**src/rtl/stack_unit.sv**
```systemverilog
// LIFO stack with registered read port, push/pop/tos and replace-top (push+pop).
// Define STACK_ERR_EN to add the sticky ovf_err / unf_err outputs.
module stack_unit #(
  parameter int WIDTH = 8,
  parameter int DEPTH = 8
) (
  input  logic                     clk,
  input  logic                     rst,
  input  logic                     push,
  input  logic                     pop,
  input  logic                     tos,
  input  logic [WIDTH-1:0]         din,
  output logic [WIDTH-1:0]         dout,
  output logic [$clog2(DEPTH):0]   count,
  output logic                     full,
  output logic                     empty
`ifdef STACK_ERR_EN
  ,
  output logic                     ovf_err,
  output logic                     unf_err
`endif
);

  localparam int AW = $clog2(DEPTH);
  localparam logic [AW:0]   SP_ONE  = (AW+1)'(1);
  localparam logic [AW:0]   SP_FULL = (AW+1)'(DEPTH);
  localparam logic [AW-1:0] IDX_ONE = AW'(1);

  logic [AW:0]       sp_q, sp_d;
  logic [WIDTH-1:0]  dout_q, dout_d;
  logic [WIDTH-1:0]  mem [DEPTH];

  logic              we;
  logic              mem_we;
  logic [AW-1:0]     waddr;
  logic [AW-1:0]     top_idx;
  logic [WIDTH-1:0]  top;

  assign full    = (sp_q == SP_FULL);
  assign empty   = (sp_q == '0);
  assign count   = sp_q;
  assign dout    = dout_q;

  // At sp==DEPTH the low bits wrap to 0, so subtracting one still lands on DEPTH-1.
  assign top_idx = sp_q[AW-1:0] - IDX_ONE;
  assign top     = empty ? '0 : mem[top_idx];

  always_comb begin
    sp_d   = sp_q;
    dout_d = dout_q;
    we     = 1'b0;
    waddr  = sp_q[AW-1:0];
    if (push && pop) begin
      if (!empty) begin
        dout_d = top;
        we     = 1'b1;
        waddr  = top_idx;
      end else begin
        we   = 1'b1;
        sp_d = sp_q + SP_ONE;
      end
    end else if (push) begin
      if (!full) begin
        if (tos) begin
          dout_d = top;
        end
        we   = 1'b1;
        sp_d = sp_q + SP_ONE;
      end
    end else if (pop) begin
      if (!empty) begin
        dout_d = top;
        sp_d   = sp_q - SP_ONE;
      end
    end else if (tos) begin
      dout_d = top;
    end
  end

  always_ff @(posedge clk or posedge rst) begin
    if (rst) begin
      sp_q   <= '0;
      dout_q <= '0;
    end else begin
      sp_q   <= sp_d;
      dout_q <= dout_d;
    end
  end

  // Storage is deliberately not reset; a reset cycle must still never commit a write.
  assign mem_we = we & ~rst;

  always_ff @(posedge clk) begin
    if (mem_we) begin
      mem[waddr] <= din;
    end
  end

`ifdef STACK_ERR_EN
  logic ovf_q, unf_q;
  logic ovf_ev, unf_ev;

  assign ovf_ev = push && !pop && full;
  assign unf_ev = pop && empty;

  always_ff @(posedge clk or posedge rst) begin
    if (rst) begin
      ovf_q <= 1'b0;
      unf_q <= 1'b0;
    end else begin
      ovf_q <= ovf_q | ovf_ev;
      unf_q <= unf_q | unf_ev;
    end
  end

  assign ovf_err = ovf_q;
  assign unf_err = unf_q;
`endif

endmodule
```
**config.mk**
```make
export PLATFORM = sky130hd
export DESIGN_NAME = stack_unit
export DESIGN_NICKNAME = d
export VERILOG_FILES = /design/src/rtl/stack_unit.sv
export SDC_FILE = /design/constraint.sdc
export NUM_CORES = 1
export LEC_CHECK = 0
export CAP_MARGIN = 10
export CORE_MARGIN = 2
export CORE_UTILIZATION = 50
export DETAILED_ROUTE_END_ITERATION = 10
export HOLD_SLACK_MARGIN = 0.05
export PLACE_DENSITY_LB_ADDON = 0.2
export SLEW_MARGIN = 25
export SYNTH_ARGS = -nofsm -noshare
export SYNTH_HDL_FRONTEND = slang
export SYNTH_SLANG_ARGS = --single-unit
export TNS_END_PERCENT = 20
```
**constraint.sdc**
```tcl
create_clock -name clk -period 5.2 [get_ports clk]
set_clock_uncertainty 0.1 [all_clocks]
set_input_delay 0.52 -clock clk [delete_from_list [all_inputs] [get_ports clk]]
set_output_delay 0.52 -clock clk [all_outputs]
set_load 0.005 [all_outputs]
```
==> flow_metrics.env <==
export IMPL_drt_total_wl_um=6730
export IMPL_ctsHoldBuffers=0
export IMPL_portBuffers=26
export IMPL_synth_fp_nets=204
export IMPL_finalSetupViolCount=0
export IMPL_fp_row_count=29
export IMPL_cts_tree="built"
export IMPL_num_vias=1861
export IMPL_dieArea_sq_mm=0.00714
export IMPL_power_switching_mw=0.644
export IMPL_swShare_pct=32.2
export IMPL_drv_slew=0
export IMPL_p_comb_share_pct=37.2
export IMPL_seq_power_share_pct=41.0
export IMPL_cts_reportedPaths_clkPinSlew_ps=80
export IMPL_ys_types=41
export IMPL_cts_htree_levels=3
export IMPL_drcViolationCount=0
export IMPL_cts_setup_buffers=0
export IMPL_power_density_mw_per_mm2=538
export IMPL_via_per_inst=6.24
export IMPL_gr_total_overflow=0
export IMPL_fmaxAchievable_ghz=0.321
export IMPL_core_area_sq_mm=0.00631
export IMPL_dpl_hpwl_um=4610
export IMPL_tightest_slew_ps=876
export IMPL_clk_latency_ps=350
export IMPL_place_gp_congestion=0.834
export IMPL_fin_tns_setup_ps=0
export IMPL_power_total_mw=2.00
export IMPL_start_util_pct=51.3
export IMPL_worstSetupPathType="reg2reg"
export IMPL_ys_ff_latch=76
export IMPL_clock_path_buffers=2
export IMPL_drt_iter0_markers=193
export IMPL_layout_nets=231
export IMPL_start_kind="flip-flop"
export IMPL_power_leakage_nw=1.25
export IMPL_yosys_warnings=0
export IMPL_endpoint_kind="flip-flop"
export IMPL_grt_pass1_wl_um=10500
export IMPL_fin_area_sq_mm=0.00373
export IMPL_cts_root_buf="clkbuf_8"
export IMPL_place_area_sq_mm=0.00353
export IMPL_clock_sinks=76
export IMPL_fin_hold_ws_ps=415
export IMPL_avgSynthCellArea_sq_um=17.2
export IMPL_ys_flop_type="edfxtp_1"
export IMPL_synth_edf_count=64
export IMPL_grt_max_degree=26
export IMPL_grt_total_usage_pct=20.5
export IMPL_internal_power_mw=1.36
export IMPL_outcome="finished, final reports clean"
export IMPL_power_frac_clock_pct=21.8
export IMPL_first_pass_iters=5
export IMPL_ys_seq_area_share_pct=68.5
export IMPL_wire_per_inst_um=22.6
export IMPL_post_route_min_period_ps=3110
export IMPL_cpMaxStageDelayCell="nor2_1"
export IMPL_dieHeight_um=84.5
export IMPL_syn_inst=189
export IMPL_die_width_um=84.5
export IMPL_critical_path_buf_inv_count=1
export IMPL_io_pins=27
export IMPL_worstPathArrival_ps=2990
export IMPL_antenna_found_initial=0
export IMPL_netlist_area_sq_mm=0.00324
export IMPL_drv_cap=0
export IMPL_finalCritPeriodShare_pct=59.9
export IMPL_grt_pass1_vias=1799
export IMPL_critPathMaxStageDelay_ps=700
export IMPL_synthArstFlopShare_pct=15.8
export IMPL_final_antenna_net_count=0
export IMPL_finalHoldViolCount=0
export IMPL_required_ps=5070
export IMPL_ctsResizeCount=0
export IMPL_relSlewSlack_pct=41.4
export IMPL_hold_class="reg2reg"
export IMPL_drive_gt1_share_pct=11.3
export IMPL_syn_to_final_growth_pct=15.0
export IMPL_critPathMaxFanout=22
export IMPL_crit_path_cell_trace="inv_1 -> ha_1 -> nor4_1 -> a31oi_1 -> nor2_1"
export IMPL_rsz0062_at_grt="no"
export IMPL_antenna_diode_count=0
export IMPL_cts_buffers=9
export IMPL_path_delay_family="simple AND/OR/NAND/NOR gates"
export IMPL_utilization_pct=59.0
export IMPL_ir_drop_mv=0.433
## logic make-up (layout without fill, tap and decap cells)
family | Yosys count | after routing | synth area share, %
compound gates | 32 | 32 | 7.33
xor+xnor | 2 | 2 | 0.540
mux | 17 | 17 | 12.4
buf+inv | 17 | 49 | 2.89
flops | 76 | 76 | 68.5
simple gates | 43 | 43 | 7.56
fa+ha+maj | 2 | 2 | 0.772
## metal layers
metal  GRT usage, %  wire length, um  vias to the layer above
met5              0                0                        -
met4           9.67              154                        0
met3           6.39              426                       17
met2           29.2             3150                       78
met1           29.1             2990                      946
li1               -                -                      820
## cell type report
cell class | instances | area [sq um]
fillers | 488 | 2590
well taps | 77 | 96.3
flip-flops and latches | 76 | 2220
multi-input cells | 96 | 926
clock buffers | 10 | 128
repair buffers | 27 | 268
inverters | 6 | 22.5
clock inverters | 6 | 65.1
## layout by cell type (no fill, tap or decap), types with 2 or more instances in the layout
cell type,count
clkdlybuf4s50_1,26
inv_1,6
dfrtp_1,12
clkinvlp_4,3
a21oi_1,4
mux4_2,8
nand2b_1,2
clkbuf_8,9
a221o_1,8
o22ai_1,3
nand2_1,7
mux4_1,8
nor4b_1,2
and2b_1,2
nor4_1,2
nand4_1,2
edfxtp_1,64
o221ai_1,2
o211ai_1,2
a31oi_1,4
o21ai_0,3
nor2b_1,9
or4_1,2
ha_1,2
nor2_1,10
## cells in the mapped netlist (all sizes together), types with 2 or more instances
master,number,area share [%]
inv,6,0.69
a21oi,4,0.62
nor4b,2,0.54
nor4,2,0.39
and2b,2,0.46
nor2,10,1.2
o22ai,3,0.58
nand2b,2,0.39
a221o,8,2.5
a31oi,4,0.77
mux4,16,12
or4,2,0.46
o221ai,2,0.54
ha,2,0.77
buf,8,1.9
edfxtp,64,59
nor2b,9,1.7
clkbuf,3,0.35
nand4,2,0.39
nand2,7,0.81
o21ai,4,0.62
nor3b,2,0.62
o211ai,2,0.46
dfrtp,12,9.3
## power groups by stage
stage               combinational, mW  clock (mW)  sequential (mW)
finish                          0.746       0.437            0.821
CTS                             0.752       0.447            0.821
global route                    0.818       0.473            0.831
global placement                0.733           0            0.829
detailed placement              0.753           0            0.833
floorplan                       0.548           0            0.799
## stage by stage
step                instances  setup WS, ps
global placement          282          2150
global route              298          1840
detailed placement        282          2030
floorplan                 189          2550
CTS                       298          2090
finish                    298          2090
## final timing paths
check | slack, ps | from | depth (start not counted) | end
worst max-delay path | 2090 | count[1] | 5 | mem[2][7]
worst min register to register | 420 | dout[3] | 1 | dout[3]
min in group asynchronous | 440 | rst | 2 | count[3]
max in group asynchronous | 4200 | rst | 2 | dout[5]
worst min-delay path | 420 | dout[3] | 1 | dout[3]
worst max register to register | 2090 | count[1] | 5 | mem[2][7]
## sequential cells by signal (all words and copies together) (netlist names)
signal / cells
dout: 8
count: 4
mem: 64
No activity file was read; power rests on OpenSTA's default activity.
